[src/rtl/mem_miss_controller_pkg.sv]
// Shared types and constants for the M-stage memory miss controller.
// Combinational only; no latency.
// No flow control.
package mem_ctrl_pkg;

  // Controller states; 3-bit encoding covers all seven.
  typedef enum logic [2:0] {
    ST_IDLE      = 3'd0,
    ST_L2_ACCESS = 3'd1,
    ST_MM_READ   = 3'd2,
    ST_L2_FILL   = 3'd3,
    ST_L1_FILL   = 3'd4,
    ST_REPLAY    = 3'd5,
    ST_MM_WRITE  = 3'd6
  } mem_state_t;

  // Number of cycles the REPLAY state holds all status outputs low.
  localparam int REPLAY_HOLD = 1;

endpackage

[src/rtl/mem_miss_controller_sat_counter.sv]
// Saturating event counter: counts inc pulses and sticks at all-ones.
// Count visible one cycle after the inc pulse.
// No backpressure; inc is a plain pulse.
module sat_counter #(
  parameter int CNT_WIDTH = 32
) (
  input  logic                 clk,
  input  logic                 rst_n,
  input  logic                 inc,
  output logic [CNT_WIDTH-1:0] count
);

  // Increment on inc unless already saturated.
  always_ff @(posedge clk or negedge rst_n) begin
    if (!rst_n) begin
      count <= '0;
    end else if (inc && (count != {CNT_WIDTH{1'b1}})) begin
      count <= count + 1'b1;
    end
  end

endmodule

[src/rtl/mem_miss_controller.sv]
// Control FSM sequencing L1 miss -> L2 lookup -> main memory -> L2/L1 refill, plus store write-through.
// Load hits complete in the same cycle; misses stall until refill, then one REPLAY cycle.
// Holds mem_stall high while busy; main-memory request held until mm_ack.
module mem_miss_controller
  import mem_ctrl_pkg::*;
#(
  parameter int ADDR_WIDTH = 32,
  parameter int L2_LATENCY = 4,
  parameter int CNT_WIDTH  = 32
) (
  input  logic                  clk,
  input  logic                  rst_n,
  input  logic                  mem_req,
  input  logic                  mem_we,
  input  logic [ADDR_WIDTH-1:0] mem_addr,
  input  logic                  l1_hit,
  input  logic                  l2_hit,
  input  logic                  mm_ack,
  output logic                  mm_req,
  output logic                  mm_we,
  output logic [ADDR_WIDTH-1:0] fill_addr,
  output logic                  l2_fill_en,
  output logic                  l1_fill_en,
  output logic                  mem_stall,
  output logic                  l1_miss,
  output logic                  l2_miss,
  output logic                  cache_busy,
  output logic [CNT_WIDTH-1:0]  l1_miss_count,
  output logic [CNT_WIDTH-1:0]  l2_miss_count
);

  // Latency counter is shared between the L2 lookup wait and the REPLAY hold.
  localparam int LAT_MAX = (L2_LATENCY > REPLAY_HOLD) ? L2_LATENCY : REPLAY_HOLD;
  localparam int LAT_W   = (LAT_MAX > 1) ? $clog2(LAT_MAX + 1) : 1;
  localparam logic [LAT_W-1:0] LAT_INIT    = LAT_W'(L2_LATENCY);
  localparam logic [LAT_W-1:0] REPLAY_INIT = LAT_W'(REPLAY_HOLD - 1);

  mem_state_t            state, state_nxt;
  logic [LAT_W-1:0]      lat_cnt, lat_nxt;
  logic [ADDR_WIDTH-1:0] addr_nxt;
  logic                  l1_inc, l2_inc;
  logic                  l2_last;

  // L2 lookup spans max(L2_LATENCY,1) cycles: the counter is loaded with
  // L2_LATENCY and l2_hit is sampled once it has counted down to 1, so a
  // latency of 0 samples on the very first L2_ACCESS cycle.
  assign l2_last = (lat_cnt <= LAT_W'(1));

  // State, latched miss address and latency counter.
  always_ff @(posedge clk or negedge rst_n) begin
    if (!rst_n) begin
      state     <= ST_IDLE;
      lat_cnt   <= '0;
      fill_addr <= '0;
    end else begin
      state     <= state_nxt;
      lat_cnt   <= lat_nxt;
      fill_addr <= addr_nxt;
    end
  end

  // Next-state and Moore/Mealy outputs; IDLE is the only state that looks at the M-stage request.
  always_comb begin
    state_nxt  = state;
    lat_nxt    = lat_cnt;
    addr_nxt   = fill_addr;
    mm_req     = 1'b0;
    mm_we      = 1'b0;
    l2_fill_en = 1'b0;
    l1_fill_en = 1'b0;
    mem_stall  = 1'b0;
    l1_miss    = 1'b0;
    l2_miss    = 1'b0;
    cache_busy = 1'b0;
    l1_inc     = 1'b0;
    l2_inc     = 1'b0;

    case (state)
      ST_IDLE: begin
        if (mem_req) begin
          if (mem_we) begin
            // Write-through, no-allocate: every store goes to main memory.
            mem_stall = 1'b1;
            addr_nxt  = mem_addr;
            state_nxt = ST_MM_WRITE;
          end else if (!l1_hit) begin
            mem_stall = 1'b1;
            addr_nxt  = mem_addr;
            l1_inc    = 1'b1;
            lat_nxt   = LAT_INIT;
            state_nxt = ST_L2_ACCESS;
          end
        end
      end

      ST_L2_ACCESS: begin
        l1_miss   = 1'b1;
        mem_stall = 1'b1;
        if (l2_last) begin
          lat_nxt = '0;
          if (l2_hit) begin
            state_nxt = ST_L1_FILL;
          end else begin
            l2_inc    = 1'b1;
            state_nxt = ST_MM_READ;
          end
        end else begin
          lat_nxt = lat_cnt - 1'b1;
        end
      end

      ST_MM_READ: begin
        mm_req    = 1'b1;
        l1_miss   = 1'b1;
        l2_miss   = 1'b1;
        mem_stall = 1'b1;
        if (mm_ack) begin
          state_nxt = ST_L2_FILL;
        end
      end

      ST_L2_FILL: begin
        l2_fill_en = 1'b1;
        cache_busy = 1'b1;
        l1_miss    = 1'b1;
        mem_stall  = 1'b1;
        state_nxt  = ST_L1_FILL;
      end

      ST_L1_FILL: begin
        l1_fill_en = 1'b1;
        cache_busy = 1'b1;
        l1_miss    = 1'b1;
        mem_stall  = 1'b1;
        lat_nxt    = REPLAY_INIT;
        state_nxt  = ST_REPLAY;
      end

      ST_REPLAY: begin
        // Outputs all low so the held instruction retires; its inputs are not a new request.
        if (lat_cnt == '0) begin
          state_nxt = ST_IDLE;
        end else begin
          lat_nxt = lat_cnt - 1'b1;
        end
      end

      ST_MM_WRITE: begin
        mm_req     = 1'b1;
        mm_we      = 1'b1;
        mem_stall  = 1'b1;
        cache_busy = 1'b1;
        if (mm_ack) begin
          lat_nxt   = REPLAY_INIT;
          state_nxt = ST_REPLAY;
        end
      end

      default: begin
        state_nxt = ST_IDLE;
      end
    endcase
  end

  sat_counter #(
    .CNT_WIDTH(CNT_WIDTH)
  ) u_l1_cnt (
    .clk   (clk),
    .rst_n (rst_n),
    .inc   (l1_inc),
    .count (l1_miss_count)
  );

  sat_counter #(
    .CNT_WIDTH(CNT_WIDTH)
  ) u_l2_cnt (
    .clk   (clk),
    .rst_n (rst_n),
    .inc   (l2_inc),
    .count (l2_miss_count)
  );

endmodule
[config.mk]
export PLATFORM = sky130hd
export DESIGN_NAME = mem_miss_controller
export DESIGN_NICKNAME = d
export VERILOG_FILES = /design/src/rtl/mem_miss_controller_pkg.sv /design/src/rtl/mem_miss_controller_sat_counter.sv /design/src/rtl/mem_miss_controller.sv
export SDC_FILE = /design/constraint.sdc
export NUM_CORES = 1
export LEC_CHECK = 0
export CAP_MARGIN = 15
export CORE_MARGIN = 2
export CORE_UTILIZATION = 30
export CTS_BUF_LIST = sky130_fd_sc_hd__clkbuf_4
export DETAILED_ROUTE_END_ITERATION = 12
export HOLD_SLACK_MARGIN = 0.02
export PLACE_DENSITY = 0.59
export SLEW_MARGIN = 10
export SYNTH_ARGS = -nofsm -noshare
export SYNTH_HDL_FRONTEND = slang
export SYNTH_SLANG_ARGS = --single-unit
[constraint.sdc]
create_clock -name clk -period 3.44 [get_ports clk]
set_input_delay 0.688 -clock clk [delete_from_list [all_inputs] [get_ports clk]]
set_output_delay 0.688 -clock clk [all_outputs]
set_load 0.02 [all_outputs]
======== Word-level counts from Yosys, hierarchy flattened ========
Cells that the tools add are included.
word-level totals
  flip-flop bits (word level) ............. 102
  bits in latches ......................... 0
  memory bits (writable) .................. 0
  bits in read-only memories .............. 0
  bits of input ports ..................... 39
  output and inout port bits .............. 104
  word-level logic and storage cells ...... 74
  memories ................................ 0
operators by class
  add/subtract/negate cells ............... 3
  multipliers ............................. 0
  div/mod/pow operators ................... 0
  magnitude comparators ................... 1
  equal/unequal tests ..................... 18
  shift-type cells ........................ 0
  mux-type cells .......................... 35
  bitwise operators ....................... 0
  reductions and logical operators ........ 12
operators by type and width
  kind                   count
  $add 32x1->32 const B  2
  $mux 32                2
  $ne 32x32->1 const B   2
  $mux 3                 14
  $pmux 3 s7             1
  $ne 2x2->1 const B     9
  $mux 1                 16
  $pmux 3 s5             1
  $reduce_and 6->1       2
  $eq 3x3->1 const B     3
  $eq 3x2->1 const B     2
  $logic_not 3->1        2
  $reduce_bool 5->1      1
  $reduce_or 5->1        1
  $reduce_or 4->1        1
  $eq 3x1->1 const B     1
  $le 3x1->1 const B     1
  $ne 3x3->1 const B     1
  $reduce_and 3->1       1
  $reduce_or 3->1        1
  $sub 3x1->3 const B    1
  $logic_and 1x1->1      2
  $pmux 1 s2             1
  $reduce_or 2->1        1

======== Longest topological paths before layout ========
Gate-level depths: netlist of run 1.
  depth in word-level cells ............... 5
  mapped depth ............................ 8
  mapped depth without buffers ............ 7

======== By module ========
Synthesis of run 1 repeated with hierarchy kept, for this count alone.
second synthesis, totals
  cells, all modules ...................... 435
  area, all modules ....................... 4991.0 µm²
modules (own cells, without submodules)
  module               times used  cells each  area an instance (µm²)  sequential area each (µm²)
  sat_counter          2           151         1624.1                  800.8
  mem_miss_controller  1           133         1742.9                  950.9

======== Worst setup path after synthesis of run 1 ========
Ideal clock, no wire load.
  path type ............................... flip-flop to flip-flop
  start point ............................. reg u_l1_cnt.count[0]
  end point ............................... reg u_l1_cnt.count[1]
  library setup time ...................... 0.128 ns
  arrival ................................. 2.208 ns
  required time ........................... 3.312 ns
  setup slack ............................. 1.104 ns
  stages on the path, launching flop included .. 8
  path buffers ............................ 1
  clock period less this slack ............ 2.336 ns
  path through ............................ dfrtp_1 > ha_1 > nand3_1 > or3_1 > or4_1 > buf_2 > nand2_1 > mux2_1
on the way
  word-level cells in the longest chain between the ends .. 2
  elaborated cells between the ends (all ways) .. 3
  classes of those cells .................. add/sub (1); eq/ne (1); reduce/logical (1)
ends and longest elaborated chain
  element                                                RTL line                               RTL
  start: declaration                                     mem_miss_controller_sat_counter.sv:10  output logic [CNT_WIDTH-1:0] count
  start signal: assignment                               mem_miss_controller_sat_counter.sv:18  count <= count + 1'b1;
  branches (longest 2 deep; another with $add 32x1->32)  n/a
Several ways; the timed one is not identified.
A chain may end at the register's enable or synchronous reset.

======== Worst setup path after layout of run 1 ========
  start point ............................. reg state[2]
  end point ............................... out mem_stall
on the way
  word-level cells in the longest chain between the ends .. 3
  elaborated cells between the ends (all ways) .. 8
  classes of those cells .................. eq/ne (5); mux (1); reduce/logical (2)
ends and longest elaborated chain
  element                                   RTL line                   RTL
  start: declaration                        mem_miss_controller.sv:38  mem_state_t state, state_nxt;
  start signal: assignment                  mem_miss_controller.sv:56  state <= state_nxt;
  $eq 3x3->1, or another cell as far along  mem_miss_controller.sv:78  case (state)
  $reduce_or 5->1 (no source line)          n/a
  $pmux 1 s2 *                              mem_miss_controller.sv:78
  end: declaration                          mem_miss_controller.sv:24  output logic mem_stall,
Every way passes the cells marked *; elsewhere a longest branch is shown, timed or not.

==> results of run 1 <==
-- cell usage after synthesis (all sizes together) (3+ instances only) --
| cell | instances |
|---|---|
| a21oi | 7 |
| and2 | 3 |
| and3 | 11 |
| and4 | 4 |
| buf | 3 |
| clkbuf | 9 |
| dfrtp | 102 |
| ha | 5 |
| inv | 5 |
| mux2 | 38 |
| nand2 | 29 |
| nand2b | 5 |
| nand3 | 28 |
| nand4 | 26 |
| nand4b | 5 |
| nor2 | 34 |
| nor3 | 14 |
| nor3b | 4 |
| nor4 | 9 |
| o21ai | 3 |
| or3 | 6 |
| or4 | 3 |
| xnor2 | 36 |
| xor2 | 23 |
-- final cells by class --
| class | count | area [sq um] |
|---|---|---|
| clock inverter | 6 | 87.6 |
| multi-input combinational | 315 | 2270 |
| inverter | 5 | 18.8 |
| timing repair buffer | 148 | 1480 |
| tap | 216 | 270 |
| fill | 1537 | 9200 |
| sequential | 102 | 2550 |
| clock buffer | 9 | 67.6 |
-- sequential cells by signal, summed over array words and instances (netlist names) --
signal,flops
u_l2_cnt.count,32
fill_addr,32
lat_cnt,3
state,3
u_l1_cnt.count,32
-- per-stage QoR --
step	instance area [sq um]	hold slack (ps)
2_1_floorplan	4900	392
3_3_place_gp	6590	486
4_1_cts	6750	232
5_1_grt	6750	258
3_5_place_dp	6590	491
6_report	6750	236
-- logic make-up after synthesis --
family                     Yosys count  synth area share [%]
buffers and inverters               17                  1.51
and+or+nand+nor                    187                  21.7
DFF                                102                  52.1
xor gates and xnor gates            59                  10.5
adders and majority gates            5                  1.28
muxes                               38                  8.74
AOI/OAI and AO/OA                   26                  4.09
-- power by group --
part / internal [uW] / total, uW / switching (uW)
registers: 1460 / 1690 / 234
logic: 854 / 1660 / 803
clock network: 290 / 688 / 398
-- routing by layer --
layer / vias to the layer above / global-route usage, % / part of all wire, %
met5: - / 0 / 0
met4: 0 / 5.86 / 1.7
met3: 15 / 3.31 / 5.5
met2: 114 / 24.1 / 48
met1: 1900 / 19.1 / 45
li1: 1850 / - / -
-- path summary, 6_finish.rpt --
kind | start | endpoint | slack [ps] | cells after the start
max | state[2]$_DFFE_PN0P_ | mem_stall | 190 | 4
min | rst_n | u_l1_cnt.count[25]$_DFFE_PN0P_ | 240 | 1
max reg2reg | u_l1_cnt.count[0]$_DFFE_PN0P_ | u_l1_cnt.count[1]$_DFFE_PN0P_ | 950 | 6
min reg2reg | u_l1_cnt.count[9]$_DFFE_PN0P_ | u_l1_cnt.count[9]$_DFFE_PN0P_ | 510 | 1
max in group asynchronous | rst_n | u_l2_cnt.count[12]$_DFFE_PN0P_ | 2490 | 2
min in group clk | u_l1_cnt.count[9]$_DFFE_PN0P_ | u_l1_cnt.count[9]$_DFFE_PN0P_ | 510 | 1
==> reports/qor.csv, run 1 <==
metric,value,unit
status,"finished, final reports clean",
ys_types,50,
fp.dieArea,17400,sq um
grt_pass1_wl,20900,microns
pre_cts_ws,464,ps
synth-edff-count,0,
cts_sinks,102,
crit_slowest_cell,dfrtp_1,
worst_slack,188,ps
syn_area,4900,sq um
first_pass_iters,4,
synth_area_leaders,"dfrtp_1, mux2_2, xnor2_1",
num_vias,3879,
min_period,3250,ps
drv_cap,0,
cp_data_arrival_time,2560,ps
setup_viol,0,
crit_top_cell,a21oi_1,
initial_core_util,30.7,%
path_class,flop to output port,
critical-path-top-delay-family,flip-flops,
cts_htree_levels,3,
wire_per_inst,15.4,microns
clockBufferDepth,2,
grt_max_degree,54,
diodes,0,
power.leakage,0.00274,uW
crit_path_end_kind,output port,
clock_latency,460,ps
grt-ovfl-total,0,
fmax,308,MHz
cts-root-buf,clkbuf_4,
synth_seq_cells,102,
cts_buffers,9,
antenna_found_initial,0,
powerDensity,599,nW/um^2
yosys.area.top_type,dfrtp_1,
drtAntennaViolNets,0,
hold_buffers,0,
fp.dieW,132,microns
rsz0062_at_grt,no,
drc_errors,0,
final_max_slew_viol_count,0,
p_total,4040,uW
yosysTopAreaCellShare,52.1,%
final_common_cell,clkdlybuf4s50_1,
critPathMaxFanout,19,
utilization,42.3,%
relSlewSlack,47.1,%
drt_iter0_drc,179,
critPathBufInv,1,
core,15900,sq um
layout-drive-gt1-share,12.0,%
clkTransAtPathRegs,150,ps
critPathMaxStageDelay,610,ps
irDropWorstVdd,244,uV
required,2750,ps
syn_nets,478,
cts_tree,done,
ys.warnings.count,0,
setup_tns,0,ps
fin_skew,13.7,ps
crit_path_start_kind,flop,
dp_cells,786,
avgSynthCellArea,11.3,sq um
hp-class,input pin to asynchronous set/reset pin,
track_usage,14.8,%
ys.flop_type,dfrtp_1,
portBuffers,142,
synthArstFlopShare,100,%
finalCritPeriodShare,94.5,%
rows,46,
grt_pass1_vias,3935,
ys_seq_area_share,52.1,%
via_per_inst,4.84,
synthCells,434,
die_h,132,microns
pin_count,143,
final_cell_mix,"clkdlybuf4s50_1, dfrtp_1, xnor2_1",
fin_cells,801,
hold_viol_final,0,
area_growth,37.7,%
ctsResizeCount,0,
cts_setup_buffers,0,
worstMarginPinSlew,786,ps
hpwl,9150,microns
place_congestion,0.785,
critical_path.cell_chain,"or3_1, a21oi_1, a21oi_1, clkdlybuf4s50_1",
fin_nets,625,
drt-total-wl,12300,microns
No activity file was read; power rests on OpenSTA's default activity.
==> run 2: changes to the inputs <==
- CORE_MARGIN: 2 -> 5
- DONT_BUFFER_PORTS: not set -> 1
- PLACE_DENSITY: 0.59 -> 0.48
==> run 2 against run 1 <==
Net effect:
- worst hold slack got worse by 120 ps
- power is 15% lower
- routed wire length shrank 3.8%
- non-clock buffer count down 141
- critical path depth is 1 lower
- first-iteration DRC count stayed put
- global-route usage down 2.3 points
- critical endpoint unchanged
- largest power group unchanged
==> reports/qor.csv, run 2 (synthesized netlist as in run 1, its figures left out) <==
metric,value,unit
p_switching,1330,uW
final_cell_mix,"dfrtp_1, xnor2_1, nor2_1",
core,15900,sq um
layout-drive-gt1-share,16.2,%
crit_slowest_cell,dfrtp_1,
cp_data_arrival_time,2100,ps
final_common_cell,dfrtp_1,
critical_path.cell_chain,"or3_1, a21oi_1, a21oi_1",
cts_tree,done,
top_regs,"fill_addr (32), u_l1_cnt.count (32), u_l2_cnt.count (32)",
drtAntennaViolNets,0,
fillCellCount,1629,
irDropWorstVdd,218,uV
seqPwrFrac,59.1,%
grt_pass1_vias,3482,
p_clk_share,18.9,%
fp.dieW,138,microns
min_period,2790,ps
place_area,5160,sq um
clkTransAtPathRegs,160,ps
track_usage,12.5,%
num_vias,3342,
cts_setup_buffers,0,
required,2750,ps
rows,46,
via_per_inst,5.06,
hold_buffers,1,
crit_top_cell,a21oi_1,
r2r-end,u_l1_cnt.count[1]$_DFFE_PN0P_,
rrSetupSlack,740,ps
p_sw_share,39.0,%
fp.dieArea,19000,sq um
initial_core_util,30.7,%
portBuffers,0,
setup_tns,0,ps
first_pass_iters,4,
place_congestion,0.807,
rr_startpoint,u_l1_cnt.count[0]$_DFFE_PN0P_,
hp-class,input pin to asynchronous set/reset pin,
grt-ovfl-total,0,
area_growth,8.79,%
diodes,0,
hold_viol_final,0,
drv_cap,0,
path_class,flop to output port,
status,"finished, final reports clean",
power.leakage,0.00223,uW
p_int,2080,uW
reg2regPathDepth,6,
crit_path_end_kind,output port,
worstMarginPinSlew,779,ps
fmax,359,MHz
cts_htree_levels,3,
cts_sinks,102,
multi_input_area,2270,sq um
drc_errors,0,
grt_pass1_wl,18600,microns
drt_iter0_drc,179,
pin_count,143,
ctsResizeCount,0,
powerDensity,642,nW/um^2
cts_buffers,9,
setup_viol,0,
wire_per_inst,17.9,microns
clockBufferDepth,2,
crit_path_start_kind,flop,
ff_latch_area,2550,sq um
finalCritPeriodShare,81.0,%
comb_power_share,22.0,%
grt_max_degree,103,
design_area,5330,sq um
fin_nets,484,
cts-root-buf,clkbuf_4,
fin_skew,22.0,ps
final_max_slew_viol_count,0,
drt-total-wl,11800,microns
clock_latency,470,ps
antenna_found_initial,0,
relSlewSlack,47.6,%
rsz0062_at_grt,no,
critPathMaxStageDelay,600,ps
die_h,138,microns
hpwl,8770,microns
critPathMaxFanout,19,
-- run 2: final cells by class --
class	count	share of cell area (%)
Clock inverter	3	0.845
Sequential cell	102	47.9
Tap cell	216	5.07
Inverter	5	0.352
Timing Repair Buffer	7	1.36
Multi-Input combinational cell	315	42.6
Clock buffer	13	1.83
-- run 2: stage by stage --
step           total power (uW)  setup slack (ps)  utilization, %  instances  hold WS (ps)
3_5_place_dp               2800               750            32.4        644           395
5_1_grt                    3640               501            33.4        661           117
2_1_floorplan              2600              1100               -        434           392
4_1_cts                    3490               611            33.4        661          98.3
6_report                   3420               652            33.4        661           116
3_3_place_gp               2770               854            32.4        644           395
-- run 2: per-layer routing --
metal  share of wire [%]  GRT usage, %
met5                   0             0
met4                 1.7          5.10
met3                 8.7          4.57
met2                  49          20.4
met1                  40          15.0
-- run 2: power groups by stage --
stage	clock [uW]	combinational, uW	sequential (uW)
2_1_floorplan	0	673	1920
3_3_place_gp	0	719	2050
3_5_place_dp	0	740	2060
4_1_cts	691	770	2030
5_1_grt	727	846	2070
6_report	646	752	2020
-- run 2: how the worst max path moves through the flow --
stage                                              from                       endpoint  slack (ps)  depth (start not counted)
after floorplan           u_l1_cnt.count[0]$_DFFE_PN0P_  u_l1_cnt.count[1]$_DFFE_PN0P_        1100                          7
after global placement    u_l1_cnt.count[0]$_DFFE_PN0P_  u_l1_cnt.count[1]$_DFFE_PN0P_         850                          6
after detailed placement  u_l1_cnt.count[0]$_DFFE_PN0P_  u_l1_cnt.count[1]$_DFFE_PN0P_         750                          6
after CTS                          state[2]$_DFFE_PN0P_                      mem_stall         610                          3
after global routing               state[2]$_DFFE_PN0P_                      mem_stall         500                          3
final                              state[2]$_DFFE_PN0P_                      mem_stall         650                          3
-- run 2: critical path, delay by kind of cell (launching register included) --
kind / cells / cell delay [ps]
AO/OA/AOI/OAI: 2 / 520
flip-flops: 1 / 600
AND/OR/NAND/NOR: 1 / 530
